$ cat config.mk
export PLATFORM = sky130hd
export DESIGN_NAME = jk_mod_counter
export DESIGN_NICKNAME = d
export VERILOG_FILES = /design/src/rtl/jk_pkg.sv /design/src/rtl/jk_ff.sv /design/src/rtl/jk_mod_counter.sv
export SDC_FILE = /design/constraint.sdc
export NUM_CORES = 1
export LEC_CHECK = 0
export CAP_MARGIN = 10
export CORE_MARGIN = 2
export CORE_UTILIZATION = 24
export DETAILED_ROUTE_END_ITERATION = 6
export HOLD_SLACK_MARGIN = 0.03
export PLACE_DENSITY = 0.47
export SYNTH_ARGS = -nofsm -noshare
export SYNTH_HDL_FRONTEND = slang
export SYNTH_SLANG_ARGS = --single-unit
$ cat constraint.sdc
create_clock -name clk -period 1.2 [get_ports clk]
set_input_delay 0.12 -clock clk [delete_from_list [all_inputs] [get_ports clk]]
set_output_delay 0.12 -clock clk [all_outputs]
set_load 0.005 [all_outputs]
$ cat src/rtl/jk_pkg.sv
// Shared JK-cell definitions: the per-cell command encoding and the helper
// that turns a (current bit, next bit) pair into a J/K drive.
package jk_pkg;

    typedef enum logic [1:0] {
        JK_HOLD   = 2'b00,
        JK_RESET  = 2'b01,
        JK_SET    = 2'b10,
        JK_TOGGLE = 2'b11
    } jk_cmd_t;

    // Counting uses toggle form (J=K=T); wrap and load force the bit with set/reset form.
    function automatic jk_cmd_t jk_cmd(input logic cur, input logic nxt, input logic set_reset_form);
        if (set_reset_form)
            return nxt ? JK_SET : JK_RESET;
        else
            return (cur != nxt) ? JK_TOGGLE : JK_HOLD;
    endfunction

endpackage

$ cat src/rtl/jk_ff.sv
// Single-bit edge-triggered JK flip-flop with asynchronous active-low reset.
module jk_ff
    import jk_pkg::*;
(
    input  logic clk,
    input  logic rst,
    input  logic j,
    input  logic k,
    output logic q
);

    always_ff @(posedge clk or negedge rst) begin
        if (!rst) begin
            q <= 1'b0;
        end else begin
            case (jk_cmd_t'({j, k}))
                JK_HOLD:   q <= q;
                JK_RESET:  q <= 1'b0;
                JK_SET:    q <= 1'b1;
                JK_TOGGLE: q <= ~q;
                default:   q <= q;
            endcase
        end
    end

endmodule

$ cat src/rtl/jk_mod_counter.sv
// Modulo-N up/down counter stored in a bank of JK cells, with load and terminal count.
// Optional macro JK_MOD_COUNTER_SAT_EN: saturate at the limits instead of wrapping.
module jk_mod_counter
    import jk_pkg::*;
#(
    parameter int WIDTH   = 4,
    parameter int MODULUS = 10
) (
    input  logic             clk,
    input  logic             rst,
    input  logic             en,
    input  logic             up,
    input  logic             load,
    input  logic [WIDTH-1:0] d,
    output logic [WIDTH-1:0] q,
    output logic             tc
);

    if (WIDTH < 2 || WIDTH > 16) begin : g_bad_width
        $error("jk_mod_counter: WIDTH must be in 2..16");
    end
    if (MODULUS < 2 || MODULUS > (1 << WIDTH)) begin : g_bad_modulus
        $error("jk_mod_counter: MODULUS must be in 2..2**WIDTH");
    end

    // One extra bit so MODULUS == 2**WIDTH is representable in range comparisons.
    localparam logic [WIDTH:0]   MOD_EXT = (WIDTH + 1)'(MODULUS);
    localparam logic [WIDTH-1:0] MAX_Q   = WIDTH'(MODULUS - 1);
    localparam logic [WIDTH-1:0] ZERO_Q  = '0;

    logic [WIDTH-1:0] next_q;
    logic [WIDTH-1:0] j_bus;
    logic [WIDTH-1:0] k_bus;
    logic             set_reset;
    logic             at_max;
    logic             at_zero;
    logic             out_of_range;

    assign at_max       = (q == MAX_Q);
    assign at_zero      = (q == ZERO_Q);
    assign out_of_range = ({1'b0, q} >= MOD_EXT);
    assign tc           = en & ~load & ((up & at_max) | (~up & at_zero));

    always_comb begin
        next_q    = q;
        set_reset = 1'b0;
        if (load) begin
            set_reset = 1'b1;
            next_q    = ({1'b0, d} >= MOD_EXT) ? MAX_Q : d;
        end else if (en) begin
            if (out_of_range) begin
                set_reset = 1'b1;
                next_q    = ZERO_Q;
            end else if (up) begin
                if (at_max) begin
`ifdef JK_MOD_COUNTER_SAT_EN
                    next_q    = MAX_Q;
`else
                    set_reset = 1'b1;
                    next_q    = ZERO_Q;
`endif
                end else begin
                    next_q = q + 1'b1;
                end
            end else begin
                if (at_zero) begin
`ifdef JK_MOD_COUNTER_SAT_EN
                    next_q    = ZERO_Q;
`else
                    set_reset = 1'b1;
                    next_q    = MAX_Q;
`endif
                end else begin
                    next_q = q - 1'b1;
                end
            end
        end
    end

    // A saturated limit leaves next_q == q in toggle form, so every cell sees J=K=0.
    always_comb begin
        j_bus = '0;
        k_bus = '0;
        for (int i = 0; i < WIDTH; i++) begin
            {j_bus[i], k_bus[i]} = jk_cmd(q[i], next_q[i], set_reset);
        end
    end

    for (genvar i = 0; i < WIDTH; i++) begin : g_cell
        jk_ff u_jk_ff (
            .clk (clk),
            .rst (rst),
            .j   (j_bus[i]),
            .k   (k_bus[i]),
            .q   (q[i])
        );
    end

endmodule

* Word level (Yosys, flattened, before mapping)
Cells that the tools add are included.
** Storage, ports and cells
- Logic and storage cells :: 70
- Input bits :: 9
- Bits in latches :: 0
- RAM bits :: 0
- Output and inout port bits :: 5
- Register bits :: 4
- Memories kept :: 0
- ROM bits :: 0
** Operators by class
- Equal/unequal tests :: 17
- Add/sub/neg operators :: 2
- $lt $le $gt $ge :: 2
- Bitwise operators :: 11
- Shifts and indexed selects :: 0
- Div/mod/pow operators :: 0
- Reduce and logical (&&, ||, !) cells :: 5
- Muxes and demuxes :: 29
- Multiply operators :: 0
** Operator list (count)
- $mux 4 :: 7
- $mux 2 :: 12
- $eq 2x2->1 const B :: 8
- $pmux 1 s3 :: 4
- $eq 2x1->1 const B :: 4
- $ge 4x4->1 const B :: 2
- $logic_not 2->1 :: 4
- $mux 1 :: 6
- $not 1->1 :: 6
- $add 4x1->4 const B :: 1
- $and 1x1->1 :: 4
- $eq 4x4->1 const B :: 1
- $logic_not 4->1 :: 1
- $ne 1x1->1 :: 4
- $sub 4x1->4 const B :: 1
- $or 1x1->1 :: 1

* Logic depth before layout (Yosys ltp)
Gate-level depths: netlist of the first run.
- Depth after elaboration :: 11
- Gate-level depth with buffers :: 5
- Depth with buffers taken out :: 4

* Modules after synthesis
From an unflattened synthesis of the first run, not the netlist that was laid out.
** Second synthesis, totals
- Cell total of the unflattened synthesis :: 62
- Area total of the unflattened synthesis :: 461.7 sq um
** Modules (own cells, without submodules)
- jk_mod_counter :: instances 1, seq. area each 0.0 sq um, area each 326.6 sq um, cells an instance 50
- jk_ff :: instances 4, seq. area each 25.0 sq um, area each 33.8 sq um, cells an instance 3

* Worst setup path after synthesis of the first run
No wires, ideal clock.
- Path kind :: flip-flop to output port
- From :: register g_cell[0].u_jk_ff.q
- To :: output tc
- Buffers on the path :: 1
- Arrival :: 1.212 ns
- Required time :: 1.080 ns
- Cell stages (with the launch flop) :: 4
- Setup slack :: -0.132 ns
- Cell sequence :: dfrtp_1 buf_6 or3_4 a2111oi_4
** On the way
- Longest elaborated chain between the ends :: 4
- Elaborated cells on any way between the ends :: 6
- Those cells by class :: 1 x eq/ne; 4 x bitwise; 1 x reduce/logical
** Ends and longest elaborated chain
- from (decl) :: line jk_ff.sv:9 : output logic q
- from (signal assigned) :: line jk_ff.sv:17 : JK_HOLD: q <= q;
- from (signal assigned) :: line jk_ff.sv:20 : JK_TOGGLE: q <= ~q;
- from (signal assigned) :: line jk_ff.sv:21 : default: q <= q;
- $eq 4x4->1 or $logic_not 4->1 (tied branches) :: line jk_mod_counter.sv:39, jk_mod_counter.sv:40
- $and 1x1->1 :: line jk_mod_counter.sv:42 : assign tc = en & ~load & ((up & at_max) | (~up & at_zero));
- $or 1x1->1 (*) :: line jk_mod_counter.sv:42
- $and 1x1->1 (*) :: line jk_mod_counter.sv:42
- to (decl) :: line jk_mod_counter.sv:16 : output logic tc
Every way passes the cells marked *; elsewhere a longest branch is shown, timed or not.

* Final worst setup path of the first run
- From :: register g_cell[3].u_jk_ff.q
- To :: output tc
** On the way
- Longest elaborated chain between the ends :: 4
- Elaborated cells on any way between the ends :: 6
- Those cells by class :: 1 x eq/ne; 4 x bitwise; 1 x reduce/logical
** Ends and longest elaborated chain (line)
- from (decl) :: jk_ff.sv:9
- from (signal assigned) :: jk_ff.sv:17
- from (signal assigned) :: jk_ff.sv:20
- from (signal assigned) :: jk_ff.sv:21
- $eq 4x4->1 or $logic_not 4->1 (tied branches) :: jk_mod_counter.sv:39, jk_mod_counter.sv:40
- $and 1x1->1 :: jk_mod_counter.sv:42
- $or 1x1->1 (*) :: jk_mod_counter.sv:42
- $and 1x1->1 (*) :: jk_mod_counter.sv:42
Marked as above.

==> impl_metrics.yaml, run 1 <==
timing:
  fin_skew_ns: 0.00308
  layout_setup_ws_ns: -0.357
  worstMarginPinSlew_ns: 0.277
  max_freq_mhz: 642
  rsz0062_at_grt: "yes"
  period_share_pct: 130
  maxSlewViolCount: 0
  hold_viol_final: 0
  setup_tns_ns: -0.962
  slew_headroom_pct: 81.4
  finalCriticalPeriod_ns: 1.56
  setup_violations: 6
synthesis:
  syn-num-nets: 62
  synth_area_leader_cell: "dfrtp_1"
  yosysUniqueCellTypes: 27
  syn_area_per_cell_sq_um: 8.62
  synthTopCellsByArea: "dfrtp_1, o21ai_0, buf_4"
  syn_area_sq_um: 457
  synth-seq-cells: 4
  yosysSeqAreaShare_pct: 21.9
  yosys_warnings: 0
  synthCells: 53
  synth_top_area_share_pct: 21.9
grt:
  grt.overflow.total: 0
  antenna_found_initial: 0
  grt_pass1_wl_microns: 1880
  grt_pass1_vias: 437
  grtUsageTotal_pct: 12.4
  grt_max_degree: 10
setup_path:
  slowest_stage: "dfrtp_1"
  critPathMaxStageDelay_ns: 0.37
  crit_path_cell_trace: "or3_4, a2111oi_4, buf_2"
  critPathTopFamily: "flip-flops"
  endpoint: "tc"
  cp-startpoint: "g_cell[3].u_jk_ff.q$_DFFE_PN0P_"
  path_class: "flip-flop to output port"
  arrival_ns: 1.44
  rr_worst_depth: 6
  crit_fanout: 2
  rr_startpoint: "g_cell[0].u_jk_ff.q$_DFFE_PN0P_"
  worst-path-stages: 3
  cp.required_ns: 1.08
  r2r_end: "g_cell[3].u_jk_ff.q$_DFFE_PN0P_"
  path_buf_inv: 1
  crit_path_start_kind: "flip-flop"
  reg2reg_slack_ns: -0.29
  end_kind: "output port"
final_layout:
  drive_above_1_share_pct: 47.7
  largest_register_ffs: 4
  multi_input_area_sq_um: 285
  regArea_sq_um: 101
  layout.cells.non_filler: 111
  top_regs: "g_cell.u_jk_ff.q: 4 flops"
  diodes: 0
  num-nets-final: 96
  top_register: "g_cell.u_jk_ff.q"
  fillers: 178
  synthToLayoutAreaGrowth_pct: 78.1
pwr:
  power_frac_clock_pct: 25.6
  power.density_mw_per_mm2: 934
  internal-power_uw: 517
  ir_worst_vdd_mv: 0.403
  leakagePower_uw: 0.000347
  sw_frac_of_total_pct: 32.0
  seqPwrFrac_pct: 22.2
  p_switching_uw: 243
  p_comb_share_pct: 52.2
clocking:
  cts_tree: "yes"
  h-tree-depth: 1
  cts-root-buf: "clkbuf_4"
  numCtsBuffers: 3
  clk_latency_ns: 0.24
  numClockSinks: 4
  clk_path_buf_depth: 2
  postCtsHoldBufs: 0
  clkTransAtPathRegs_ns: 0.04
placed_design:
  port-buffer-count: 13
  dp_worst_setup_slack_ns: -0.725
  place_inst: 96
  dpl.hpwl_microns: 832
  place_congestion: 0.725
drt:
  avgRoutedWirePerCell_microns: 11.5
  wl_microns: 1280
  drcViolationCount: 0
  ant_nets: 0
  drtIter0Drc: 7
  firstDrtPassIters: 4
  num_vias: 510
  post_drt_via_cell_ratio: 4.59
run_status:
  failed_checks: "setup timing"
  status: "finished with violations"
floorplan:
  die_w_microns: 47.6
  initial_core_util_pct: 25.9
  core_sq_mm: 0.00176
  die_h_microns: 47.6
  pin_count: 14
  rows: 15
  die-area_sq_mm: 0.00227
flow_run:
  cap_violations: 0
worst_hold_path:
  hold_path.class: "input port to async pin"
-- what timing repair did --
item | in CTS | in global routing
setup buffers | 3 | 7
pin swaps | 4 | 5
setup endpoints to repair | 9 | 7
gates resized for setup | 20 | 10
gates cloned | 1 | 0
-- power groups by stage --
stage	combinational [uW]	sequential, uW	clock, uW
2_1_floorplan	164	176	0
3_3_place_gp	278	171	0
3_5_place_dp	278	171	0
4_1_cts	332	168	206
5_1_grt	426	172	210
6_report	396	169	195
-- cell usage in the layout (no fill, tap or decap), drive strengths merged, types with 2 or more instances in the layout --
master	synthesis	layout
clkbuf	0	4
clkdlybuf4s15	0	2
a211oi	2	2
a21oi	2	2
clkdlybuf4s50	0	8
o21ai	8	8
nand2b	2	2
buf	8	26
a31oi	3	3
dfrtp	4	4
inv	5	5
nand3b	2	2
nor3	2	2
-- worst min path at each step --
stage          start                         endpoint  slack, ns  cells past startpoint
2_1_floorplan    rst  g_cell[0].u_jk_ff.q$_DFFE_PN0P_      -0.18                      0
3_3_place_gp     rst  g_cell[0].u_jk_ff.q$_DFFE_PN0P_       0.33                      1
3_5_place_dp     rst  g_cell[0].u_jk_ff.q$_DFFE_PN0P_       0.34                      1
4_1_cts          rst  g_cell[0].u_jk_ff.q$_DFFE_PN0P_       0.07                      1
5_1_grt          rst  g_cell[2].u_jk_ff.q$_DFFE_PN0P_       0.09                      1
6_report         rst  g_cell[0].u_jk_ff.q$_DFFE_PN0P_       0.08                      1
-- cell type report --
type                            instances  area share, %
Multi-Input combinational cell         36           35.1
Sequential cell                         4           12.5
Clock buffer                            4           3.23
Tap cell                               25           3.85
Inverter                                5           2.31
Timing Repair Buffer                   37           43.1
-- logic make-up (layout without fill, tap and decap cells) --
family | Yosys count | after routing | share of synthesized area [%]
buffers and inverters | 13 | 46 | 19.7
AND/OR/NAND/NOR | 14 | 14 | 20.8
flip-flops | 4 | 4 | 21.9
AO/OA/AOI/OAI | 20 | 20 | 32.9
multiplexers | 2 | 2 | 4.66
-- Yosys cell counts --
cell and count:
buf_4 5, and4_1 1, nand3_1 1, a211oi_1 2
nand2b_2 1, and2_4 1, nor2_1 1, nand3b_1 2
dfrtp_1 4, nor3_1 2, nand2_1 1, nor3b_1 1
nor4_1 1, a221oi_2 1, o21ai_0 8, mux2i_1 1
buf_6 3, or3_4 1, mux2_2 1, o31ai_1 1
inv_1 5, a21oi_1 2, a31oi_1 3, o21a_1 1
a2111oi_4 1, nand2b_1 1, a211o_1 1
-- per-layer routing --
layer	GRT usage (%)	part of all wire [%]	vias up
met5	0	0	-
met4	9.73	2.0	0
met3	1.13	3.5	4
met2	19.2	49	14
met1	15.6	46	236
li1	-	-	256
-- per-stage QoR --
stage	area, sq um	power (uW)	utilization [%]	hold WS (ns)
after floorplan	458	340	-	-0.176
after global placement	646	448	36.6	0.334
after detailed placement	646	448	36.6	0.340
after CTS	734	706	41.6	0.0736
after global routing	813	808	46.1	0.0887
final	813	760	46.1	0.0776
(Power assumes the default switching activity.)
==> run 2: changes to the inputs <==
==> constraint.sdc (replaced) <==
create_clock -name clk -period 1.2 [get_ports clk]
set_input_delay 0.12 -clock clk [delete_from_list [all_inputs] [get_ports clk]]
set_output_delay 0.12 -clock clk [all_outputs]
set_load 0.05 [all_outputs]
==> run 2 against run 1 <==
The run still ends with setup timing left. Critical endpoint unchanged. Critical path type unchanged. Setup slack lost 0.079 ns. Critical path depth is the same. Power grew 5.0%. Non-clock buffer count shrank 8. Sequential cell count is the same.
==> impl_metrics.yaml, run 2 (synthesized netlist as in run 1, its figures left out) <==
run_status:
  status: "finished with violations"
  failed_checks: "setup timing"
grt:
  antenna_found_initial: 0
  grt_pass1_vias: 485
  grtUsageTotal_pct: 12.5
  grt_pass1_wl_microns: 1990
  grt.overflow.total: 0
  grt_max_degree: 10
setup_path:
  arrival_ns: 1.52
  slowest_stage: "or3_4"
  path_class: "flip-flop to output port"
  crit_path_cell_trace: "or3_4, a2111oi_4, buf_12"
  path_buf_inv: 1
  rr_worst_depth: 7
  crit_fanout: 2
  reg2reg_slack_ns: -0.41
  end_kind: "output port"
  crit_path_start_kind: "flip-flop"
  cp-startpoint: "g_cell[0].u_jk_ff.q$_DFFE_PN0P_"
  cp.required_ns: 1.08
  critPathTopFamily: "simple AND/OR/NAND/NOR gates"
  worst-path-stages: 3
  critPathMaxStageDelay_ns: 0.38
  r2r_end: "g_cell[3].u_jk_ff.q$_DFFE_PN0P_"
  endpoint: "tc"
  rr_startpoint: "g_cell[0].u_jk_ff.q$_DFFE_PN0P_"
drt:
  firstDrtPassIters: 3
  post_drt_via_cell_ratio: 4.56
  avgRoutedWirePerCell_microns: 11.4
  wl_microns: 1180
  num_vias: 470
  drcViolationCount: 0
  ant_nets: 0
  drtIter0Drc: 5
timing:
  setup_tns_ns: -1.73
  maxSlewViolCount: 0
  layout_setup_ws_ns: -0.436
  worstMarginPinSlew_ns: 0.334
  hold_viol_final: 0
  period_share_pct: 136
  slew_headroom_pct: 77.5
  fin_skew_ns: 0.00480
  setup_violations: 6
  max_freq_mhz: 611
  whs_ns: 0.0865
  finalCriticalPeriod_ns: 1.64
  rsz0062_at_grt: "yes"
clocking:
  clkTransAtPathRegs_ns: 0.04
  numClockSinks: 4
  numCtsBuffers: 3
  h-tree-depth: 1
  postCtsHoldBufs: 0
  cts-root-buf: "clkbuf_4"
  clk_latency_ns: 0.23
  clk_path_buf_depth: 2
  cts_tree: "yes"
flow_run:
  cap_violations: 0
floorplan:
  die_w_microns: 47.6
  rows: 15
  initial_core_util_pct: 25.9
  die_h_microns: 47.6
  core_sq_mm: 0.00176
  die-area_sq_mm: 0.00227
  pin_count: 14
final_layout:
  top_register: "g_cell.u_jk_ff.q"
  num-nets-final: 88
  synthToLayoutAreaGrowth_pct: 74.2
  largest_register_ffs: 4
  most-common-layout-cells: "buf_4, clkdlybuf4s50_1, o21ai_0"
  diodes: 0
  final_common_cell: "buf_4"
  top_regs: "g_cell.u_jk_ff.q: 4 flops"
  post-route-util_pct: 45.1
  drive_above_1_share_pct: 46.2
pwr:
  ir_worst_vdd_mv: 0.373
  power.density_mw_per_mm2: 1000
  leakagePower_uw: 0.000321
placed_design:
  dpl.hpwl_microns: 888
  place_congestion: 0.705
  dp_worst_setup_slack_ns: -0.447
  port-buffer-count: 13
worst_hold_path:
  hold_path.class: "input port to async pin"
-- run 2: cell types whose count changed in the layout (fill, tap and decap cells not counted), sizes merged --
cell	previous run	this run
dlygate4sd2	1	0
buf	26	21
clkdlybuf4s15	2	0
-- run 2: what timing repair did --
| action | CTS | global route |
|---|---|---|
| buffers inserted | 4 | 0 |
| hold endpoints to repair | 0 | 0 |
| gates resized for setup | 10 | 3 |
| endpoints found under the setup margin | 5 | 6 |
| pin swaps | 8 | 5 |
-- run 2: layout make-up --
cell class	count	area, sq um
inverter	5	18.8
fill	187	968
clock buffer	4	26.3
tap	25	31.3
multi-input combinational	36	302
sequential	4	103
timing repair buffer	29	315
-- run 2: metal layers --
layer	up-vias	global-route usage [%]	routed length (microns)
met3	0	1.13	18
met4	0	4.86	0
li1	243	-	-
met2	8	22.4	651
met1	219	15.4	508
met5	-	0	0
-- run 2: worst min-delay path by stage --
stage | start | end | slack, ns | cells past startpoint
6_report | rst | g_cell[0].u_jk_ff.q$_DFFE_PN0P_ | 0.09 | 1
4_1_cts | rst | g_cell[0].u_jk_ff.q$_DFFE_PN0P_ | 0.08 | 1
5_1_grt | rst | g_cell[0].u_jk_ff.q$_DFFE_PN0P_ | 0.09 | 1
3_3_place_gp | rst | g_cell[0].u_jk_ff.q$_DFFE_PN0P_ | 0.33 | 1
2_1_floorplan | rst | g_cell[0].u_jk_ff.q$_DFFE_PN0P_ | -0.18 | 0
3_5_place_dp | rst | g_cell[0].u_jk_ff.q$_DFFE_PN0P_ | 0.33 | 1
-- run 2: report_power, final --
part           switching [uW]  total [uW]  internal, uW
Combinational             210         444           234
Sequential               23.2         176           153
Clock                    53.3         178           125
Total                     286         798           511
-- run 2: metrics by stage --
stage,cell area (sq um),total power (uW),instances
2_1_floorplan,458,401,53
3_3_place_gp,688,548,95
3_5_place_dp,688,551,95
4_1_cts,777,784,103
5_1_grt,796,855,103
6_report,796,798,103
